**src/rtl/fir_mac_sequencer.sv**
```systemverilog
// ============================================================================
//  Module   : fir_mac_sequencer
//  Brief    : Time-multiplexed FIR controller; one MAC walks a circular delay
//             line against an external coefficient ROM, one tap per cycle.
//  Revision : 1.0
// ============================================================================
`default_nettype none

module fir_mac_sequencer #(
  parameter int N     = 16,
  parameter int TAPS  = 8,
  parameter int ACC_W = 2*N + $clog2(TAPS)
) (
  input  logic                    clk,
  input  logic                    rst,
  input  logic                    ena,
  input  logic                    in_valid,
  output logic                    in_ready,
  input  logic signed [N-1:0]     in_data,
  output logic [$clog2(TAPS)-1:0] coef_addr,
  input  logic signed [N-1:0]     coef_data,
  output logic                    out_valid,
  input  logic                    out_ready,
  output logic signed [ACC_W-1:0] out_data
);

  localparam int              AW       = $clog2(TAPS);
  localparam logic [AW-1:0]   LAST_IDX = AW'(TAPS - 1);

  typedef enum logic [1:0] {
    S_IDLE = 2'd0,
    S_MAC  = 2'd1,
    S_DONE = 2'd2
  } state_t;

  state_t                   state_q,    state_d;
  logic signed [N-1:0]      delay_q [TAPS];
  logic signed [N-1:0]      delay_d [TAPS];
  logic [AW-1:0]            wr_ptr_q,   wr_ptr_d;
  logic [AW-1:0]            rd_ptr_q,   rd_ptr_d;
  logic [AW-1:0]            k_q,        k_d;
  logic signed [ACC_W-1:0]  acc_q,      acc_d;
  logic                     out_valid_q, out_valid_d;
  logic signed [ACC_W-1:0]  out_data_q,  out_data_d;

  logic signed [2*N-1:0]    product;
  logic signed [ACC_W-1:0]  product_ext;

  // rd_ptr tracks (p - k) mod TAPS, so it starts on the freshly written slot
  // and steps backwards with an explicit wrap that works for any TAPS.
  assign product     = coef_data * delay_q[rd_ptr_q];
  assign product_ext = {{(ACC_W-2*N){product[2*N-1]}}, product};

  assign in_ready  = ena && (state_q == S_IDLE);
  assign coef_addr = (state_q == S_MAC) ? k_q : '0;
  assign out_valid = out_valid_q;
  assign out_data  = out_data_q;

  always_comb begin
    state_d     = state_q;
    delay_d     = delay_q;
    wr_ptr_d    = wr_ptr_q;
    rd_ptr_d    = rd_ptr_q;
    k_d         = k_q;
    acc_d       = acc_q;
    out_valid_d = out_valid_q;
    out_data_d  = out_data_q;

    if (ena) begin
      case (state_q)
        S_IDLE: begin
          if (in_valid) begin
            delay_d[wr_ptr_q] = in_data;
            rd_ptr_d          = wr_ptr_q;
            wr_ptr_d          = (wr_ptr_q == LAST_IDX) ? '0 : wr_ptr_q + 1'b1;
            acc_d             = '0;
            k_d               = '0;
            state_d           = S_MAC;
          end
        end

        S_MAC: begin
          acc_d    = acc_q + product_ext;
          rd_ptr_d = (rd_ptr_q == '0) ? LAST_IDX : rd_ptr_q - 1'b1;
          if (k_q == LAST_IDX) begin
            k_d     = '0;
            state_d = S_DONE;
          end else begin
            k_d = k_q + 1'b1;
          end
        end

        S_DONE: begin
          // First DONE cycle publishes the finished sum; afterwards wait for the sink.
          if (!out_valid_q) begin
            out_data_d  = acc_q;
            out_valid_d = 1'b1;
          end else if (out_ready) begin
            out_valid_d = 1'b0;
            state_d     = S_IDLE;
          end
        end

        default: state_d = S_IDLE;
      endcase
    end
  end

  always_ff @(posedge clk) begin
    if (rst) begin
      state_q     <= S_IDLE;
      for (int i = 0; i < TAPS; i++) begin
        delay_q[i] <= '0;
      end
      wr_ptr_q    <= '0;
      rd_ptr_q    <= '0;
      k_q         <= '0;
      acc_q       <= '0;
      out_valid_q <= 1'b0;
      out_data_q  <= '0;
    end else begin
      state_q     <= state_d;
      delay_q     <= delay_d;
      wr_ptr_q    <= wr_ptr_d;
      rd_ptr_q    <= rd_ptr_d;
      k_q         <= k_d;
      acc_q       <= acc_d;
      out_valid_q <= out_valid_d;
      out_data_q  <= out_data_d;
    end
  end

endmodule

`default_nettype wire

```
**config.mk**
```make
export PLATFORM = sky130hd
export DESIGN_NAME = fir_mac_sequencer
export DESIGN_NICKNAME = d
export VERILOG_FILES = /design/src/rtl/fir_mac_sequencer.sv
export SDC_FILE = /design/constraint.sdc
export NUM_CORES = 1
export LEC_CHECK = 0
export CAP_MARGIN = 0
export CORE_MARGIN = 5
export CORE_UTILIZATION = 63
export DETAILED_ROUTE_END_ITERATION = 8
export PLACE_DENSITY_LB_ADDON = 0.05
export SETUP_SLACK_MARGIN = 0.02
export SYNTH_ARGS = -nofsm -noshare
export SYNTH_HDL_FRONTEND = slang
export SYNTH_SLANG_ARGS = --single-unit
```
**constraint.sdc**
```tcl
create_clock -name clk -period 9.85 [get_ports clk]
set_input_delay 1.97 -clock clk [delete_from_list [all_inputs] [get_ports clk]]
set_output_delay 1.97 -clock clk [all_outputs]
set_load 0.02 [all_outputs]
```
==> results.cfg <==
[clock_network]
ctsLongestPathBuffers = 3
clk-insertion-delay-late_ps = 510
root_buffer = clkbuf_16
htree_levels = 1
cts_num_sinks = 210
cts_setup_buffers = 0
numCtsBuffers = 22
cts_hold_buf = 0
cts_resized = 0
clk_pin_slew_worst_paths_ps = 60
cts_tree = done

[finish]
area_growth_pct = 8.87
diodes = 0
num-nets-final = 2695
seq_area_mm2 = 0.00421
multiInputGateArea_mm2 = 0.0139
n_fill_cell = 2579
drive_gt1_frac = 0.0555

[worst_setup_path]
cp.arrival_ps = 8870
worstPathRequired_ps = 10210
rr_worst_depth = 21
startpoint = coef_data[15]
cp_max_fo = 16
start_kind = primary input
r2r_start = rd_ptr_q[1]
criticalPathCategory = primary input to register
endpoint_kind = register

[min_path]
hp-start = delay_q[59]
min_path_cells = 2
hold_path_class = register to register

[sta]
tns_ps = 0
slew_violations = 0
rsz0062_at_grt = no
max_slew_margin = 0.257
setup_viol = 0
timing.final.ws_setup_ps = 1340
worst_pin_slew_ps = 1090
fin_skew_ps = 16.4
period_needed_ps = 8510
period_share = 0.863
final_hold_viol_count = 0
fmax_ghz = 0.118

[grt]
grt_max_degree = 87
grt_pass1_vias = 15606
grtUsageTotal = 0.280
grt_overflow = 0
antenna_found_initial = 1
grt_pass1_wl_um = 80200

[detailed_routing]
vias_per_cell = 5.60
firstDrtPassIters = 5
drtIter0Drc = 800
post_drt_wl_per_cell_um = 18.2
drtAntennaViolNets = 0
wl_um = 48300
vias = 14865
drc = 0

[floorplan]
row_count = 65
die_area_mm2 = 0.0352
dieHeight_um = 188
io_pins = 77
core_mm2 = 0.0314
initial_utilization = 0.634
die_w_um = 188

[logic_synthesis]
yosysTopAreaCellShare = 0.312
syn_avg_cell_area_um2 = 8.91
async_flop_share = 0
ys_seq_area_frac = 0.211
synth_common_cells = nand2_1 (480), inv_1 (359), fa_1 (310)
syn_nets = 2690
ys_warn_count = 0
synth_ff_type = dfxtp_1
yosysUniqueCellTypes = 61
syn-cell-area_mm2 = 0.0199
yosys-top-cells-area = fa_1 (31%), dfxtp_1 (21%), nand2_1 (9.1%), ha_1 (6.9%), inv_1 (6.8%)
synth-edff-count = 0
ys_ff_latch = 210
synth_area_leader_cell = fa_1
syn_inst = 2233
yosysMostFrequentCell = nand2_1

[place]
gp_congestion = 0.846
dp_hpwl_um = 36700
place_ws_ps = 893
io_buffer_count = 76

[power]
total_leakage_power_nw = 9.80
powerDensity_mw_per_mm2 = 122
max-vdd-ir-drop_v = 0.000131

[job]
maxCapViolCount = 0

[run_status]
outcome = finished, final reports clean
worst paths after layout:
check | slack (ps) | to
worst max-delay path | 1340 | acc_q[31]
worst max register to register | 1630 | acc_q[31]
worst min register to register | 450 | delay_q[59]
worst min-delay path | 450 | delay_q[59]
kinds of logic (layout without fill, tap and decap cells):
kind of cell,Yosys count,count (layout),synth area share
simple gates,730,730,0.164
xor+xnor,33,33,0.0145
compound gates,309,309,0.0900
flops,210,210,0.211
fa+ha+maj,420,420,0.381
mux,51,51,0.0464
buf+inv,480,499,0.0922
sequential cells by signal, summed over array words and instances (netlist names):
| register | count |
|---|---|
| wr_ptr_q | 3 |
| rd_ptr_q | 3 |
| out_data | 35 |
| acc_q | 35 |
| delay_q | 128 |
| k_q | 3 |
| state_q | 2 |
| out_valid | 1 |
cell type report:
type                            count  share of cell area
Timing Repair Buffer              102              0.0442
Clock inverter                      6             0.00555
Sequential cell                   210               0.194
Multi-Input combinational cell   1543               0.641
Tap cell                          402              0.0232
Clock buffer                       32              0.0299
Inverter                          359              0.0622
placed cells by master, fill, tap and decap left out, drive strengths merged, types with 3 or more instances in the layout:
cell           netlist  layout
nand3               13      13
clkbuf              97      32
a21oi              205     205
nand2              480     480
o211ai               5       5
inv                359     359
a211o                6       6
nor2                53      53
mux2                 9       9
clkdlybuf4s50        0      75
fa                 310     310
nand4                4       4
and2                42      42
o21bai               8       8
o21ai               30      30
a21o                12      12
or3                  3       3
nand2b              13      13
or4                  3       3
buf                 24      27
xnor2               19      19
dfxtp              210     210
nor3b                6       6
mux4                32      32
o21a                10      10
nor2b               91      91
mux2i               10      10
nor3                 7       7
ha                 110     110
or2                  3       3
nand3b               5       5
a211oi               4       4
clkinv               0       3
a22oi               11      11
xor2                14      14
o31ai                3       3
bufinv               0       3
power breakdown:
part / switching, mW / internal [mW] / total [mW] / leakage, nW
sequential: 0.0171 / 0.863 / 0.881 / 1.69
clock: 0.338 / 0.536 / 0.874 / 0.376
combinational: 0.529 / 0.359 / 0.887 / 7.72
total: 0.884 / 1.76 / 2.64 / 9.80
critical path, stage by stage:
cell and delay [ps]:
clkdlybuf4s50_1 850, nand2_1 190, inv_1 160, fa_1 540, fa_1 530, inv_1 50
fa_1 520, inv_1 60, fa_1 480, fa_1 510, inv_1 50, fa_1 470
inv_1 50, ha_1 330, a211oi_1 370, o21ai_0 170, a221o_1 340, a2111oi_1 620
o21a_1 290, o21bai_1 110, xnor2_1 140, o21ai_1 70
per-stage QoR:
stage | cell area, um^2 | total power, mW | cells | utilization | hold WS (ps)
after global placement | 20900 | 1.77 | 2616 | 0.665 | 439
final | 21700 | 2.64 | 2654 | 0.690 | 454
after CTS | 21700 | 2.66 | 2654 | 0.690 | 453
after detailed placement | 20900 | 1.78 | 2616 | 0.665 | 445
after floorplan | 19900 | 1.57 | 2233 | - | 433
after global routing | 21700 | 2.81 | 2654 | 0.690 | 466
routing by layer:
metal,GRT usage,vias to the layer above,wire [um]
met1,0.381,7421,20300
met2,0.470,439,23600
li1,-,6930,-
met4,0.0796,2,1320
met3,0.0432,73,3090
met5,0,-,11
No activity file was read; power rests on OpenSTA's default activity.
